### src/rtl/mkt_frame_pkg.sv
// Shared definitions for the 64-bit market-data frame link (transmit and receive).
package mkt_frame_pkg;
  localparam int TICKER_LSB  = 0;
  localparam int TICKER_W    = 5;
  localparam int ASK_LSB     = 5;
  localparam int ASK_W       = 28;
  localparam int BID_LSB     = 33;
  localparam int BID_W       = 30;
  localparam int FLAG_BIT    = 63;
  localparam int FRAME_W     = 64;
  localparam int FRAME_BYTES = 8;

  // Declared MSB first so the packed layout matches the wire format.
  typedef struct packed {
    logic              flag;
    logic [BID_W-1:0]  bid;
    logic [ASK_W-1:0]  ask;
    logic [TICKER_W-1:0] ticker;
  } frame_t;

  typedef enum logic [1:0] {
    IDLE = 2'd0,
    SEND = 2'd1,
    CSUM = 2'd2
  } tx_state_t;
endpackage

### src/rtl/mkt_frame_pack.sv
// Combinational packer: quote fields -> 64-bit frame word.
module mkt_frame_pack
  import mkt_frame_pkg::*;
(
  input  logic [TICKER_W-1:0] ticker,
  input  logic [ASK_W-1:0]    ask,
  input  logic [BID_W-1:0]    bid,
  input  logic                flag,
  output logic [FRAME_W-1:0]  frame
);
  frame_t f;

  assign f.ticker = ticker;
  assign f.ask    = ask;
  assign f.bid    = bid;
  assign f.flag   = flag;
  assign frame    = f;
endmodule

### src/rtl/market_frame_tx.sv
// Market-data frame transmitter: one-entry quote buffer feeding an LSB-first byte
// serialiser with optional trailing XOR checksum byte.
//
//   state | meaning
//   IDLE  | no frame in flight; loads the pending quote when one is present
//   SEND  | presenting frame bytes 0..7 from the shift register
//   CSUM  | presenting the XOR of bytes 0..7 as the final byte
module market_frame_tx
  import mkt_frame_pkg::*;
#(
  parameter int CSUM_EN = 1,
  parameter int CNT_W   = 16
) (
  input  logic             clk,
  input  logic             rst,
  input  logic             in_valid,
  output logic             in_ready,
  input  logic [4:0]       in_ticker,
  input  logic [27:0]      in_ask,
  input  logic [29:0]      in_bid,
  input  logic             in_flag,
  output logic             out_valid,
  input  logic             out_ready,
  output logic [7:0]       out_data,
  output logic             out_last,
  output logic             busy,
  output logic [CNT_W-1:0] frames_sent
);
  localparam logic [2:0] LAST_IDX = 3'(FRAME_BYTES - 1);

  tx_state_t          state, state_nxt;
  logic               pend_valid;
  logic [FRAME_W-1:0] pend_frame, quote_frame, shift;
  logic [2:0]         byte_idx;
  logic [7:0]         xacc;
  logic               load, adv, done;

  mkt_frame_pack u_pack (
    .ticker (in_ticker),
    .ask    (in_ask),
    .bid    (in_bid),
    .flag   (in_flag),
    .frame  (quote_frame)
  );

  assign in_ready = !pend_valid;
  assign busy     = pend_valid | (state != IDLE);

  always_comb begin
    state_nxt = state;
    load      = 1'b0;
    adv       = 1'b0;
    done      = 1'b0;
    case (state)
      IDLE: if (pend_valid) begin
        load      = 1'b1;
        state_nxt = SEND;
      end
      SEND: if (out_ready) begin
        adv = 1'b1;
        if (byte_idx == LAST_IDX) begin
          if (CSUM_EN != 0) state_nxt = CSUM;
          else              done      = 1'b1;
        end
      end
      CSUM: if (out_ready) done = 1'b1;
      default: state_nxt = IDLE;
    endcase
    // Back-to-back: a queued quote starts in the same cycle the last byte leaves.
    if (done) begin
      if (pend_valid) begin
        load      = 1'b1;
        state_nxt = SEND;
      end else begin
        state_nxt = IDLE;
      end
    end
  end

  always_comb begin
    out_valid = (state != IDLE);
    out_data  = 8'h00;
    out_last  = 1'b0;
    if (state == SEND) begin
      out_data = shift[7:0];
      out_last = (CSUM_EN == 0) && (byte_idx == LAST_IDX);
    end else if (state == CSUM) begin
      out_data = xacc;
      out_last = 1'b1;
    end
  end

  always_ff @(posedge clk) begin
    if (rst) begin
      state       <= IDLE;
      pend_valid  <= 1'b0;
      pend_frame  <= '0;
      shift       <= '0;
      byte_idx    <= '0;
      xacc        <= 8'h00;
      frames_sent <= '0;
    end else begin
      state <= state_nxt;
      if (in_valid && in_ready) begin
        pend_valid <= 1'b1;
        pend_frame <= quote_frame;
      end else if (load) begin
        pend_valid <= 1'b0;
      end
      if (load) begin
        shift    <= pend_frame;
        byte_idx <= '0;
        xacc     <= 8'h00;
      end else if (adv) begin
        xacc     <= xacc ^ shift[7:0];
        shift    <= shift >> 8;
        byte_idx <= byte_idx + 3'd1;
      end
      if (done) frames_sent <= frames_sent + 1'b1;
    end
  end
endmodule

### config.mk
export PLATFORM = sky130hd
export DESIGN_NAME = market_frame_tx
export DESIGN_NICKNAME = d
export VERILOG_FILES = /design/src/rtl/mkt_frame_pkg.sv /design/src/rtl/mkt_frame_pack.sv /design/src/rtl/market_frame_tx.sv
export SDC_FILE = /design/constraint.sdc
export NUM_CORES = 1
export LEC_CHECK = 0
export ABC_AREA = 1
export CORE_UTILIZATION = 25
export DETAILED_ROUTE_END_ITERATION = 6
export GPL_TIMING_DRIVEN = 1
export PLACE_DENSITY = 0.53
export SLEW_MARGIN = 30
export SYNTH_ARGS = -nofsm -noshare
export SYNTH_HDL_FRONTEND = slang
export SYNTH_SLANG_ARGS = --single-unit
export TNS_END_PERCENT = 50
### constraint.sdc
create_clock -name clk -period 1.8 [get_ports clk]
set_input_delay 0.36 -clock clk [delete_from_list [all_inputs] [get_ports clk]]
set_output_delay 0.36 -clock clk [all_outputs]
set_load 0.1 [all_outputs]
==> impl_results.md, run 1 <==
* Vias per inst at between 4 and 5
* Global-route track usage on met3 at 0.0300
* Mean instance size in the synthesized netlist at 7.69 µm²
* Number of storage elements in the synthesis netlist at 158
* Simple-gate share of the synthesized area at 0.220
* Placed Instances at 1215
* I/O pin total at 96
* Met2 global-route usage at 0.205
* Commonest register cell after synthesis: sky130_fd_sc_hd__dfxtp_1
* Starting Density at 0.257
* DRC viols at 0
* Total power of the final layout at roughly 9100 µW
* TritonCTS clock tree: done
* Worst setup path start: state[0]
* Largest fanout on the critical path at 8
* Power Density at approximately 1000 nW/µm²
* Area share of the largest cell type after synthesis at 0.504
* Largest area contributor in the synthesized netlist: sky130_fd_sc_hd__dfxtp_1
* Combinational family with the most area after synthesis: simple AND/OR/NAND/NOR gates
* Net count after synthesis at about 890
* Root buffer cell: sky130_fd_sc_hd__clkbuf_16
* Pin count of the biggest net entering global routing at 78
* Timing endpoint of the critical path: out_data[6]
* Total via count in the routed design at about 5500
* Area Overhead vs Synth at 43.0%
* Tcrit/Tclk final at 0.996
* Count of yosys warnings during synthesis at 0
* Crit path kind: reg -> out
* Die Span X at 160 µm
* Max Transition Viols Final at 0
* Non-Filler Instances at approximately 1300
* Worst path arrival time at 1.43 ns
* Worst slack at placement at -0.109 ns
* Fraction of final layout cells with drive strength greater than 1 at 0.137
* Worst r2r path cells at 11
* Max rail drop VDD at between 0.0005 and 0.0006 V
* Overflow left after global routing at 0
* Antenna Cells at 0
* Synth Area in Compound Gates at 0.197
* Reported leakage power at approximately 0.0035 µW
* Area of the placeable core at 24500 µm²
* Total wire length at roughly 17000 µm
* Area of the die at between 20000 and 30000 µm²
* Worst Setup Start Kind: flip-flop
* Minimum hold slack at 0.239 ns
* Final GP Congestion at around 0.75
* Number of global-route vias before repair at roughly 5200
* GR met1 Demand/Resource at 0.172
* Hold-fix buffer count after cts at 0
* Clock edge transition at the registers on the reported setup and hold paths at around 0.060 ns
* Multiplexer share of the synthesized area at 0
* First-pass GRT wire length at ~26000 µm
* Initial antenna violation count at 0
* Hold crit path type: in -> reg
* Count of maximum capacitance violations at 0
* IO Port Bufs at 95
* Drt first pass iters at 4
* Largest clock skew in the final design at about 0.0088 ns
* Adder-Cell Fraction of Synth Area at 0.00598
* Cell count after synthesis at 816
* Worst slew slack as a fraction of its limit at 0.686
* Final layout net count at between 900 and 1000
* Post-synth EDFFs at 0
* Sequential cell area fraction in the yosys report at 0.504
* Asr flop ratio synth at 0
* Reg-to-reg critical path endpoint: shift[1]
* # H-tree levels at 4
* Total cell area at the placement stage at just over 8000 µm²
* Endpoint type of the worst setup path: output port
* CTS sink cnt at 158
* Die Y-Extent at about 160 µm
* Crit path time final at between 1.5 and 2 ns
* Share of the synthesized netlist area taken by xor and xnor gates at 0.0167
* Number of hold violations in the final report at 0
* Reg2reg setup slack at approximately 0.090 ns
* Status: complete, no violations
* Design Area, Final at roughly 9000 µm²
* Unrepaired setup endpoints after global routing: yes
* # setup viols final at 0
* Data required time at the worst endpoint at approximately 1.4 ns
* DRC marker count from the first detailed-route iteration at 324
* Max Clock Freq at ~0.56 GHz
* Number of buffers between clock root and the deepest sink at 2
* Routed length per instance at 13.2 µm
* Insertion delay to the later sink of the worst-skew pair at around 0.42 ns
* Count of cell types in the netlist at 28
* Top post-synthesis cells by area: sky130_fd_sc_hd__dfxtp_1 50%, sky130_fd_sc_hd__nand2_1 9.8%, sky130_fd_sc_hd__nor2_1 9.8%
* Worst Tran Pin Value at 0.471 ns
* Syn Std Cell Area at about 6300 µm²
* Global routing's busiest layer: met2
* Final setup margin at between 0.006 and 0.007 ns
* Row count at 57
* Crit Reg-Reg Startpoint: state[0]
* Number of nets with antenna violations after routing at 0
* CTS buffer count at 17
* HPWL after detailed placement at roughly 11000 µm
* Overall routing resource usage at 0.129
## cell type report
class / count / area, µm²
fillers: 2559 / 15500
flip-flops and latches: 158 / 3170
multi-input cells: 579 / 2840
repair buffers: 137 / 1800
clock buffers: 22 / 454
well taps: 324 / 405
clock inverters: 10 / 186
inverters: 28 / 120
repair inverters: 1 / 6.26
## cells in the final DEF (no fill, tap or decap), types with 2 or more instances in the layout
cell type / count
sky130_fd_sc_hd__inv_2: 3
sky130_fd_sc_hd__nand3_1: 13
sky130_fd_sc_hd__nand2_4: 2
sky130_fd_sc_hd__clkinvlp_4: 3
sky130_fd_sc_hd__inv_4: 2
sky130_fd_sc_hd__a21oi_1: 75
sky130_fd_sc_hd__clkbuf_1: 4
sky130_fd_sc_hd__nand2_1: 162
sky130_fd_sc_hd__a22o_2: 3
sky130_fd_sc_hd__nand4_1: 5
sky130_fd_sc_hd__dfxtp_2: 5
sky130_fd_sc_hd__dfxtp_1: 152
sky130_fd_sc_hd__clkinv_4: 2
sky130_fd_sc_hd__buf_12: 42
sky130_fd_sc_hd__ha_1: 3
sky130_fd_sc_hd__xor2_1: 11
sky130_fd_sc_hd__nor2_4: 3
sky130_fd_sc_hd__a21boi_0: 8
sky130_fd_sc_hd__o21ai_0: 70
sky130_fd_sc_hd__a21boi_1: 48
sky130_fd_sc_hd__inv_1: 22
sky130_fd_sc_hd__a22o_4: 5
sky130_fd_sc_hd__clkdlybuf4s50_1: 66
sky130_fd_sc_hd__buf_4: 23
sky130_fd_sc_hd__nor2_1: 163
sky130_fd_sc_hd__clkbuf_16: 20
sky130_fd_sc_hd__bufinv_16: 5
## critical path: stages, from the launching register on
cell and delay (ns):
sky130_fd_sc_hd__dfxtp_2 0.33, sky130_fd_sc_hd__inv_4 0.08, sky130_fd_sc_hd__nor2_4 0.04, sky130_fd_sc_hd__buf_12 0.13
sky130_fd_sc_hd__a22o_4 0.26, sky130_fd_sc_hd__buf_12 0.16
## power by group
group / internal (µW) / switching (µW)
logic: 596 / 706
registers: 3700 / 119
clock network: 2500 / 1440
## cells in the mapped netlist, types with 3 or more instances
cell / number
sky130_fd_sc_hd__nand4_1: 5
sky130_fd_sc_hd__inv_1: 24
sky130_fd_sc_hd__nor2_1: 164
sky130_fd_sc_hd__nand2_1: 164
sky130_fd_sc_hd__a21boi_1: 48
sky130_fd_sc_hd__dfxtp_1: 158
sky130_fd_sc_hd__ha_1: 3
sky130_fd_sc_hd__a21boi_0: 8
sky130_fd_sc_hd__a22o_1: 8
sky130_fd_sc_hd__nand3_1: 13
sky130_fd_sc_hd__inv_2: 3
sky130_fd_sc_hd__a21oi_1: 75
sky130_fd_sc_hd__o21ai_0: 70
sky130_fd_sc_hd__clkbuf_1: 31
sky130_fd_sc_hd__xor2_1: 11
sky130_fd_sc_hd__buf_2: 12
sky130_fd_sc_hd__buf_4: 6
## state kept, by name (all words and copies together) (netlist names)
signal / count
pend_valid: 1
pend_frame: 64
state: 2
xacc: 8
frames_sent: 16
shift: 64
byte_idx: 3
## through the flow
step	TNS (ns)	util
global route	-0.366	0.367
global placement	-1.18	0.330
CTS	-0.220	0.362
floorplan	-0.241	-
detailed placement	-1.88	0.330
finish	0	0.367
## metal layers
metal  wire (µm)  vias up  part of all wire
li1            -     2876                 -
met1        8150     2494              0.49
met2        7640       83              0.46
met3         624       12             0.038
met4         169        0             0.010
met5           0        -                 0
## worst min path at each step
stage                 from        endpoint  slack, ns  cells past startpoint
3_3_place_gp   byte_idx[1]     byte_idx[1]       0.45                      2
2_1_floorplan    shift[56]       shift[56]       0.44                      2
4_1_cts                rst  frames_sent[1]       0.22                      2
6_report               rst  frames_sent[1]       0.24                      2
3_5_place_dp     shift[62]       shift[62]       0.45                      2
5_1_grt                rst  frames_sent[1]       0.25                      2
## timing repair
action	4_1_cts	5_1_grt
pin swaps	1	2
endpoints found under the setup margin	8	66
setup buffers	5	2
resized for setup	10	10
gates cloned	1	4
## cell families (layout without fill, tap and decap cells)
kind of cell	after synthesis	after routing
DFF	158	158
adders and majority gates	3	3
xor gates and xnor gates	12	12
buffers and inverters	79	198
and+or+nand+nor	353	353
AOI/OAI and AO/OA	211	211
Power figures use the tool's default switching activity.
==> run 2, diff against run 1 <==
- CORE_MARGIN: default -> 2
==> run 2 against run 1 <==
  * The flow now finishes with violations (setup timing)
  * First-iteration DRC count shrank 28%
  * Setup slack got worse by 0.035 ns
  * Register-to-register slack improved by 0.05 ns
  * Clock-buffer cell count fell by 4
  * Largest cell class unchanged
  * Highest routed layer unchanged
==> impl_results.md, run 2 (synthesis results as in run 1) <==
* Status: finished with violations
* Violated checks: setup timing
* Number of global-route vias before repair at 5275 (+1.6%)
* TritonCTS clock tree: done
* Die Y-Extent at 162 µm (+1.2%)
* Insertion delay to the later sink of the worst-skew pair at 0.43 ns (about the same)
* Largest fanout on the critical path at 9 (+1)
* Tcrit/Tclk final at 1.02 (+0.0193)
* Area Overhead vs Synth at 41.2%
* Reported leakage power at 0.00345 µW (-1.4%)
* CP max-delay cell: sky130_fd_sc_hd__dfxtp_2
* Internal power component at 6210 µW (-8.6%)
* Largest registers ranked by flip-flop count: pend_frame: 64 flops, shift: 64 flops, frames_sent: 16 flops
* Number of buffers between clock root and the deepest sink at 2 (unchanged)
* Post-layout utilization of the core at 0.362 (-0.00471)
* Max rail drop VDD at 0.000388 V (-23%)
* Antenna Cells at 0 (unchanged)
* Power Density at 967 nW/µm² (-4.2%)
* I/O pin total at 96 (unchanged)
* Max Transition Viols Final at 0 (unchanged)
* Largest clock skew in the final design at 0.00771 ns (-0.00108 ns)
* Leading cell type in the layout, fill and taps excluded: sky130_fd_sc_hd__nor2_1
* Routed length per instance at 13.1 µm (-0.29%)
* Endpoint type of the worst setup path: output port
* Count of filler cells inserted in the layout at 2554 (-0.20%)
* Hold-fix buffer count after cts at 0 (unchanged)
* Crit path cell chain: inv_4, nor2_4, buf_12, a22o_4, buf_12
* Data required time at the worst endpoint at 1.44 ns (about the same)
* Area of the placeable core at 24500 µm² (unchanged)
* Most frequent cells in the layout: 163 x sky130_fd_sc_hd__nor2_1, 162 x sky130_fd_sc_hd__nand2_1, 152 x sky130_fd_sc_hd__dfxtp_1
* Crit path time final at 1.83 ns (+0.0348 ns)
* Design Area, Final at 8860 µm² (-1.3%)
* Final layout net count at 993 (unchanged)
* Final setup margin at -0.0279 ns (-0.0348 ns)
* Root buffer cell: sky130_fd_sc_hd__clkbuf_16
* CTS buffer count at 17 (unchanged)
* # setup viols final at 8 (+8)
* Proportion of power drawn by combinational gates at 0.144 (about the same)
* Non-Filler Instances at 1259 (unchanged)
* Die Span X at 162 µm (+1.2%)
* DRC viols at 0 (unchanged)
* Total via count in the routed design at 5491 (+0.48%)
* Unrepaired setup endpoints after global routing: yes
* Vias per inst at 4.36 (+0.48%)
* Max Clock Freq at 0.547 GHz (-1.9%)
* # H-tree levels at 4 (unchanged)
* Part of the power in registers at 0.446 (+0.024)
* Final GP Congestion at 0.748 (-0.86%)
* Row count at 57 (unchanged)
* Total wire length at 16500 µm (-0.29%)
* Hold crit path type: in -> reg
* Initial antenna violation count at 0 (unchanged)
* HPWL after detailed placement at 11000 µm (+3.5%)
* Pin count of the biggest net entering global routing at 40 (-49%)
* First-pass GRT wire length at 26700 µm (+0.89%)
* CTS sink cnt at 158 (unchanged)
* Worst Tran Pin Value at 0.448 ns (-0.0233 ns)
* Count of maximum capacitance violations at 0 (unchanged)
* Drt first pass iters at 4 (unchanged)
* Crit path kind: reg -> out
* Overall routing resource usage at 0.128 (-0.00143)
* Worst slack at placement at -0.123 ns (-0.0142 ns)
* IO Port Bufs at 95 (unchanged)
* Area of the die at 26400 µm² (+2.5%)
* DRC marker count from the first detailed-route iteration at 232 (-28%)
* Total area of multi-input combinational cells at 2850 µm² (+0.62%)
* Kind of cell with the highest combined delay on the critical path: buffers and inverters
* Overflow left after global routing at 0 (unchanged)
* Clock edge transition at the registers on the reported setup and hold paths at 0.07 ns (about the same)
* Starting Density at 0.257 (unchanged)
* Clock network fraction of design power at 0.410 (-0.025)
* Total cell area at the placement stage at 8130 µm² (+0.62%)
* Sequential standard cell area at 3170 µm² (unchanged)
* Worst path arrival time at 1.47 ns (+0.04 ns)
* Total power of the final layout at 8570 µW (-5.4%)
* Worst slew slack as a fraction of its limit at 0.702 (+0.0155)
* Critical Path Most Common Cell: sky130_fd_sc_hd__buf_12
* Placed Instances at 1220 (+0.41%)
* Switching power share of the total at 0.275 (+0.0255)
* Worst Setup Start Kind: flip-flop
* Number of nets with antenna violations after routing at 0 (unchanged)
* Number of hold violations in the final report at 0 (unchanged)
* Net switching power figure at 2360 µW (+4.3%)
* Number of buffers and inverters on the critical path at 3 (unchanged)
* Largest incremental delay on the critical path at 0.34 ns (about the same)
* Fraction of final layout cells with drive strength greater than 1 at 0.141 (+0.00428)
[run 2: cell types whose count changed in the layout (fill, tap and decap cells not counted), sizes merged]
cell	before	now
clkbuf	25	18
inv	28	34
bufinv	5	1
buf	67	70
clkinvlp	3	6
clkinv	3	2
[run 2: timing repair]
item / in CTS / in global routing
cloned: 2 / 0
resized for setup: 12 / 7
setup buffers: 5 / 1
setup endpoints to repair: 8 / 8
endpoints found under the hold margin: 0 / 0
pin swaps: 1 / 2
[run 2: through the flow]
step                hold slack (ns)  setup TNS [ns]
finish                        0.239         -0.0604
global route                  0.238          -0.467
CTS                           0.223          -0.247
detailed placement            0.454           -2.85
global placement              0.451           -1.16
floorplan                     0.440          -0.241
[run 2: cell type report]
type | count | area share
repair inverters | 1 | 0.000706
multi-input cells | 579 | 0.322
inverters | 28 | 0.0127
well taps | 324 | 0.0457
flip-flops and latches | 158 | 0.358
repair buffers | 137 | 0.196
clock buffers | 18 | 0.0495
clock inverters | 14 | 0.0150
[run 2: power by group through the flow]
stage / Combinational (µW) / Clock (µW) / Sequential [µW]
finish: 1230 / 3510 / 3830
global route: 1350 / 3730 / 3850
CTS: 1240 / 3610 / 3830
detailed placement: 1180 / 0 / 3900
global placement: 1180 / 0 / 3900
floorplan: 655 / 0 / 3860
[run 2: path summary, 6_finish.rpt]
path | start | end | slack [ns] | cells after the start
setup / recovery | state[0] | out_data[4] | -0.03 | 5
hold / removal | rst | frames_sent[1] | 0.24 | 2
hold reg to reg | pend_frame[58] | shift[58] | 0.46 | 2
setup reg to reg | state[0] | shift[20] | 0.14 | 10
[run 2: layer usage]
metal	GRT usage	wire [µm]	vias up
met3	0.0308	717	18
met2	0.210	7760	108
met5	0	0	-
li1	-	-	2871
met4	0.0491	255	0
met1	0.163	7800	2494
[run 2: worst reg2reg max path, cell delays in order, from the launching register on]
cell and delay (ns):
sky130_fd_sc_hd__dfxtp_2 0.36, sky130_fd_sc_hd__inv_4 0.06, sky130_fd_sc_hd__nor2_4 0.10, sky130_fd_sc_hd__buf_12 0.14, sky130_fd_sc_hd__buf_4 0.13, sky130_fd_sc_hd__nand2_2 0.05
sky130_fd_sc_hd__inv_2 0.17, sky130_fd_sc_hd__buf_12 0.22, sky130_fd_sc_hd__nand2_1 0.11, sky130_fd_sc_hd__a21boi_1 0.14, sky130_fd_sc_hd__a21oi_1 0.11
